### config.mk
export PLATFORM = sky130hd
export DESIGN_NAME = coreboard1588_rtc_cmd_arbiter
export DESIGN_NICKNAME = d
export VERILOG_FILES = /design/src/rtl/coreboard1588_rtc_pkg.sv /design/src/rtl/coreboard1588_rr_arbiter.sv /design/src/rtl/coreboard1588_rtc_cmd_arbiter.sv
export SDC_FILE = /design/constraint.sdc
export NUM_CORES = 1
export LEC_CHECK = 0
export ABC_CLOCK_PERIOD_IN_PS = 2700
export BUFFER_PORTS_ARGS = -buffer_cell sky130_fd_sc_hd__buf_4
export CAP_MARGIN = 5
export CORE_AREA = 2 2 144 146
export CTS_CLUSTER_SIZE = 40
export DETAILED_ROUTE_END_ITERATION = 8
export DIE_AREA = 0 0 146 148
export PLACE_DENSITY_LB_ADDON = 0.1
export SETUP_SLACK_MARGIN = 0.3
export SLEW_MARGIN = 5
export SYNTH_ARGS = -nofsm -noshare
export SYNTH_HDL_FRONTEND = slang
export SYNTH_SLANG_ARGS = --single-unit
export TNS_END_PERCENT = 20
### constraint.sdc
create_clock -name clk -period 2.7 [get_ports clk]
set_clock_uncertainty 0.05 [all_clocks]
set_input_delay 0.27 -clock clk [delete_from_list [all_inputs] [get_ports clk]]
set_output_delay 0.27 -clock clk [all_outputs]
set_load 0.05 [all_outputs]
### src/rtl/coreboard1588_rtc_pkg.sv
// Shared types and parameter-derived constants for the RTC command arbiter.
package coreboard1588_rtc_pkg;

    localparam int NS_PER_SEC = 1000000000;

    typedef enum logic [1:0] {
        OP_GET = 2'b00,
        OP_SET = 2'b01,
        OP_INC = 2'b10,
        OP_RSV = 2'b11
    } rtc_op_t;

    typedef enum logic [2:0] {
        ST_IDLE,
        ST_CHECK,
        ST_ISSUE,
        ST_CAPTURE,
        ST_RESP
    } arb_state_t;

    function automatic int calc_step(input int clock_frequency);
        return NS_PER_SEC / clock_frequency;
    endfunction

    // SET/INC may only issue while the live nanosecond count is strictly below this.
    function automatic logic [31:0] calc_guard_threshold(input int clock_frequency,
                                                         input int guard_ns);
        return 32'(NS_PER_SEC - calc_step(clock_frequency) - guard_ns);
    endfunction

endpackage

### src/rtl/coreboard1588_rr_arbiter.sv
// Round-robin arbiter: grants the first request at or after a rotating pointer.
module coreboard1588_rr_arbiter #(
    parameter int N = 2
) (
    input  logic                 clk,
    input  logic                 rst_n,
    input  logic [N-1:0]         req_i,
    input  logic                 en_i,
    output logic [N-1:0]         grant_o,
    output logic [$clog2(N)-1:0] grant_idx_o
);

    localparam int IDX_W = $clog2(N);

    logic [IDX_W-1:0] ptr_q, ptr_d;
    logic [IDX_W-1:0] cand_idx;
    logic             found;
    int               cand;

    // NOTE: every variable assigned here gets a default first, so no latch is inferred.
    always_comb begin
        grant_o     = '0;
        grant_idx_o = '0;
        found       = 1'b0;
        cand        = 0;
        cand_idx    = '0;
        for (int i = 0; i < N; i++) begin
            cand = int'(ptr_q) + i;
            if (cand >= N) cand = cand - N;
            cand_idx = IDX_W'(cand);
            if (!found && req_i[cand_idx]) begin
                grant_o[cand_idx] = 1'b1;
                grant_idx_o       = cand_idx;
                found             = 1'b1;
            end
        end
    end

    always_comb begin
        ptr_d = ptr_q;
        if (en_i && found) begin
            ptr_d = (int'(grant_idx_o) == N - 1) ? '0 : grant_idx_o + 1'b1;
        end
    end

    // NOTE: sequential state is updated with non-blocking assignments only.
    always_ff @(posedge clk or negedge rst_n) begin
        if (!rst_n) ptr_q <= '0;
        else        ptr_q <= ptr_d;
    end

endmodule

### src/rtl/coreboard1588_rtc_cmd_arbiter.sv
// Serialises RTC timeset/timeget/second_inc commands from several requesters,
// holding off SET/INC near nanosecond rollover in normal mode.
module coreboard1588_rtc_cmd_arbiter
    import coreboard1588_rtc_pkg::*;
#(
    parameter int C_NUM_REQ         = 2,
    parameter int C_CLOCK_FREQUENCY = 125000000,
    parameter int C_GUARD_NS        = 64
) (
    input  logic                    clk,
    input  logic                    rst_n,
    input  logic [C_NUM_REQ-1:0]    req_valid,
    output logic [C_NUM_REQ-1:0]    req_ready,
    input  logic [2*C_NUM_REQ-1:0]  req_op,
    input  logic [32*C_NUM_REQ-1:0] req_second,
    input  logic [32*C_NUM_REQ-1:0] req_nanosecond,
    output logic [C_NUM_REQ-1:0]    rsp_valid,
    output logic                    rsp_err,
    output logic [31:0]             rsp_second,
    output logic [31:0]             rsp_nanosecond,
    output logic                    busy,
    input  logic                    ctrl_rtc_mode,
    input  logic [31:0]             rtc_nanosecond,
    input  logic [31:0]             stat_second,
    input  logic [31:0]             stat_nanosecond,
    output logic                    ctrl_timeset,
    output logic                    ctrl_timeget,
    output logic                    ctrl_second_inc,
    output logic [31:0]             ctrl_second,
    output logic [31:0]             ctrl_nanosecond
);

    localparam int          IDX_W        = $clog2(C_NUM_REQ);
    localparam logic [31:0] GUARD_THRESH = calc_guard_threshold(C_CLOCK_FREQUENCY, C_GUARD_NS);

    arb_state_t           state_q, state_d;
    logic [C_NUM_REQ-1:0] grant, owner_q;
    logic [IDX_W-1:0]     grant_idx;
    logic                 arb_en, accept;
    rtc_op_t              op_q;
    logic [31:0]          set_sec_q, set_ns_q;
    logic                 timeset_q, timeset_d, timeget_q, timeget_d, inc_q, inc_d;
    logic [31:0]          ctrl_sec_q, ctrl_sec_d, ctrl_ns_q, ctrl_ns_d;
    logic [31:0]          rsp_sec_q, rsp_sec_d, rsp_ns_q, rsp_ns_d;

    assign arb_en = (state_q == ST_IDLE);
    assign accept = arb_en && (|req_valid);

    coreboard1588_rr_arbiter #(.N(C_NUM_REQ)) u_rr (
        .clk         (clk),
        .rst_n       (rst_n),
        .req_i       (req_valid),
        .en_i        (arb_en),
        .grant_o     (grant),
        .grant_idx_o (grant_idx)
    );

    always_ff @(posedge clk or negedge rst_n) begin
        if (!rst_n) state_q <= ST_IDLE;
        else        state_q <= state_d;
    end

    always_comb begin
        state_d = state_q;
        unique case (state_q)
            ST_IDLE:    if (accept) state_d = ST_CHECK;
            ST_CHECK: begin
                if (op_q == OP_RSV)      state_d = ST_RESP;
                else if (op_q == OP_GET) state_d = ST_ISSUE;
                else if (ctrl_rtc_mode || (rtc_nanosecond < GUARD_THRESH))
                                         state_d = ST_ISSUE;
            end
            ST_ISSUE:   state_d = (op_q == OP_GET) ? ST_CAPTURE : ST_RESP;
            ST_CAPTURE: state_d = ST_RESP;
            ST_RESP:    state_d = ST_IDLE;
            default:    state_d = ST_IDLE;
        endcase
    end

    // Ctrl pulses are registered from state_d so they are high exactly in ISSUE.
    always_comb begin
        req_ready  = arb_en ? grant : '0;
        busy       = (state_q != ST_IDLE) || (|req_valid);
        rsp_valid  = (state_q == ST_RESP) ? owner_q : '0;
        rsp_err    = (state_q == ST_RESP) && (op_q == OP_RSV);
        timeset_d  = (state_d == ST_ISSUE) && (op_q == OP_SET);
        timeget_d  = (state_d == ST_ISSUE) && (op_q == OP_GET);
        inc_d      = (state_d == ST_ISSUE) && (op_q == OP_INC);
        ctrl_sec_d = timeset_d ? set_sec_q : ctrl_sec_q;
        ctrl_ns_d  = timeset_d ? set_ns_q  : ctrl_ns_q;
        rsp_sec_d  = (state_q == ST_CAPTURE) ? stat_second     : '0;
        rsp_ns_d   = (state_q == ST_CAPTURE) ? stat_nanosecond : '0;
    end

    // NOTE: the command latches are reset too, so an aborted command leaves no stale data.
    always_ff @(posedge clk or negedge rst_n) begin
        if (!rst_n) begin
            owner_q    <= '0;
            op_q       <= OP_GET;
            set_sec_q  <= '0;
            set_ns_q   <= '0;
            timeset_q  <= 1'b0;
            timeget_q  <= 1'b0;
            inc_q      <= 1'b0;
            ctrl_sec_q <= '0;
            ctrl_ns_q  <= '0;
            rsp_sec_q  <= '0;
            rsp_ns_q   <= '0;
        end else begin
            if (accept) begin
                owner_q   <= grant;
                op_q      <= rtc_op_t'(req_op[2*grant_idx +: 2]);
                set_sec_q <= req_second[32*grant_idx +: 32];
                set_ns_q  <= req_nanosecond[32*grant_idx +: 32];
            end
            timeset_q  <= timeset_d;
            timeget_q  <= timeget_d;
            inc_q      <= inc_d;
            ctrl_sec_q <= ctrl_sec_d;
            ctrl_ns_q  <= ctrl_ns_d;
            rsp_sec_q  <= rsp_sec_d;
            rsp_ns_q   <= rsp_ns_d;
        end
    end

    assign ctrl_timeset    = timeset_q;
    assign ctrl_timeget    = timeget_q;
    assign ctrl_second_inc = inc_q;
    assign ctrl_second     = ctrl_sec_q;
    assign ctrl_nanosecond = ctrl_ns_q;
    assign rsp_second      = rsp_sec_q;
    assign rsp_nanosecond  = rsp_ns_q;

endmodule

==> flow_summary.toml <==
[worst_setup_path]
slowest_stage = "dfrtp_1"
cp.arrival_ns = 2.59
slowest_delay_ns = 0.48
crit_chain = "nor3b_1 > nand2_1 > nor2_1 > nor4b_4 > buf_12 > mux2_2"
end_kind = "flip-flop"
worstSetupStartpointType = "flip-flop"
criticalPathCategory = "reg -> reg"
worst-path-buf-inv = 1
required_ns = 3.02
worstPathMaxFanout = 45
crit_family = "simple AND/OR/NAND/NOR gates"

[clock_tree]
clk_latency_ns = 0.49
clk_pin_slew_ns = 0.06
cts_buffers = 23
clock_sinks = 203
htree_num_levels = 1
clockBufferDepth = 3
cts_tree = "built"
root_buffer = "clkbuf_16"

[grt]
overflow = 0
grt_pass1_vias = 6505
antenna_found_initial = 0
grt_pass1_wl_mm = 34.98
grt_use_total_pct = 20.40
grt_max_degree = 88

[yosys]
yosysMostFrequentCell = "dfrtp_1"
syn_area_um2 = 8237
yosysSeqAreaShare_pct = 61.67
synth_area_leader_cell = "dfrtp_1"
synth_fp_nets = 864
synth_cell_types = 37
synth.area.top_cells = "dfrtp_1, mux2_4, mux2i_1"
yosys_warnings = 0
ys.flop_type = "dfrtp_1"
ys_seq_elements = 203
synth-edff-count = 0
syn_area_per_cell_um2 = 13.05
syn_inst = 631
synth_top_area_share_pct = 61.67
yosys-top-cells-count = "dfrtp_1, nand2_1, o21ai_0"
async_flop_share_pct = 100.0

[power_and_ir_drop]
p_leak_nw = 6.679
total_power_mw = 13.19
ir_drop_v = 0.0006222
p_per_area_nw_per_um2 = 1036

[route]
drtAntennaViolNets = 0
num_vias = 6168
drtIter0Drc = 188
post_drt_via_cell_ratio = 4.582
routed_wirelength_mm = 22.39
wl_per_cell_um = 16.63
drc = 0
first_pass_iters = 4

[floorplanning]
die_w_um = 146
die_y_um = 148
die_area_um2 = 21610
ios = 370
rows = 52
floorplan.core_area_um2 = 20040
initial_core_util_pct = 41.10

[timing]
drv_slew = 0
relSlewSlack_pct = 49.35
rsz0062_at_grt = "yes"
finalCritPeriodShare_pct = 84.04
fin_setup_tns_ns = 0
fin_crit_ns = 2.269
setup_viol = 0
fin_ws_ns = 0.4309
finalHoldViolCount = 0
tightest_slew_ns = 0.7598
maxClockFrequency_mhz = 440.7

[final_layout]
antenna_cells = 0
fillerInstances = 1612
utilization_pct = 63.55
nets = 1293
drive_above_1_share_pct = 45.45
syn_to_final_growth_pct = 54.61

[place]
portBuffers = 366
dpl.hpwl_mm = 15.60
gp_congestion = 0.7815
post-place-ws_ns = 0.2446

[min_path]
hold_path_class = "in -> reg"

[job]
timing.max_cap.violations = 0

[run_status]
status = "finished clean"
through the flow:
stage / area (µm²) / hold slack (ns) / std cells
after floorplan: 8243 / -0.07559 / 631
after global placement: 11330 / 0.2902 / 1240
after detailed placement: 11330 / 0.2981 / 1240
after CTS: 12730 / 0.001364 / 1346
after global routing: 12730 / 0.01008 / 1346
final: 12730 / 0.01553 / 1346
logic make-up (layout without fill, tap and decap cells):
family | after synthesis | in the layout | synth area share, %
AOI/OAI and AO/OA | 86 | 86 | 6.031
buffers and inverters | 42 | 487 | 2.522
DFF | 203 | 203 | 61.67
muxes | 130 | 130 | 19.00
and+or+nand+nor | 170 | 170 | 10.77
worst paths after layout:
| path | start | endpoint | slack (ns) | cells after the start |
|---|---|---|---|---|
| worst max-delay path | state_q[1] | ctrl_nanosecond[31] | 0.43 | 6 |
| worst min-delay path | req_nanosecond[37] | set_ns_q[5] | 0.02 | 3 |
| worst max register to register | state_q[1] | ctrl_nanosecond[31] | 0.43 | 6 |
| worst min register to register | set_ns_q[31] | set_ns_q[31] | 0.42 | 2 |
| max in group asynchronous | rst_n | ctrl_second[3] | 1.51 | 3 |
| min in group asynchronous | rst_n | set_sec_q[15] | 0.30 | 2 |
worst min-delay path, cell delays in order:
cell and delay, ns:
buf_4 0.08, mux2i_1 0.05, o21ai_0 0.13
cell type report:
type | count | area, µm² | share of cell area, %
clock buffer | 29 | 618.1 | 4.854
clock inverter | 12 | 135.1 | 1.061
inverter | 2 | 7.507 | 0.05895
multi-input combinational | 386 | 2992 | 23.49
sequential | 203 | 5080 | 39.89
tap | 270 | 337.8 | 2.653
timing repair buffer | 444 | 3565 | 27.99
cells in the final DEF, fill, tap and decap left out, types with 9 or more instances in the layout:
| cell type | netlist | final |
|---|---|---|
| mux2_4 | 49 | 49 |
| dlygate4sd3_1 | 0 | 65 |
| clkbuf_16 | 0 | 23 |
| o21ai_0 | 68 | 68 |
| nor2_1 | 10 | 10 |
| buf_4 | 0 | 373 |
| clkinv_2 | 0 | 9 |
| mux2_2 | 15 | 15 |
| nand2_1 | 72 | 72 |
| mux2i_1 | 66 | 66 |
| dfrtp_1 | 203 | 203 |
| and2_1 | 64 | 64 |
state kept, by name, indices dropped and copies added (netlist names):
register,count
ctrl_nanosecond,32
ctrl_second,32
ctrl_second_inc,1
ctrl_timeget,1
ctrl_timeset,1
op_q,2
owner_q,2
rsp_nanosecond,32
rsp_second,32
set_ns_q,32
set_sec_q,32
state_q,3
u_rr.ptr_q,1
what timing repair did:
| item | CTS | global route |
|---|---|---|
| hold endpoints to repair | 135 | 0 |
| resized for setup | 0 | 1 |
| hold buffers | 65 | 0 |
| endpoints found under the setup margin | 0 | 3 |
| setup buffers | 0 | 0 |
report_power, final:
part	switching [mW]	total (mW)	leakage [nW]	internal [mW]
clock network	1.20	3.10	0.380	1.90
logic	3.33	5.40	3.67	2.07
registers	0.598	4.70	2.63	4.10
total	5.12	13.2	6.68	8.07
metal layers:
| metal | vias up | wire length, µm | global-route usage (%) |
|---|---|---|---|
| met5 | - | 0 | 0 |
| met4 | 0 | 602 | 5.728 |
| met3 | 41 | 2124 | 7.778 |
| met2 | 225 | 11010 | 35.00 |
| met1 | 2893 | 8653 | 24.08 |
| li1 | 3009 | - | - |
(Power assumes the default switching activity.)
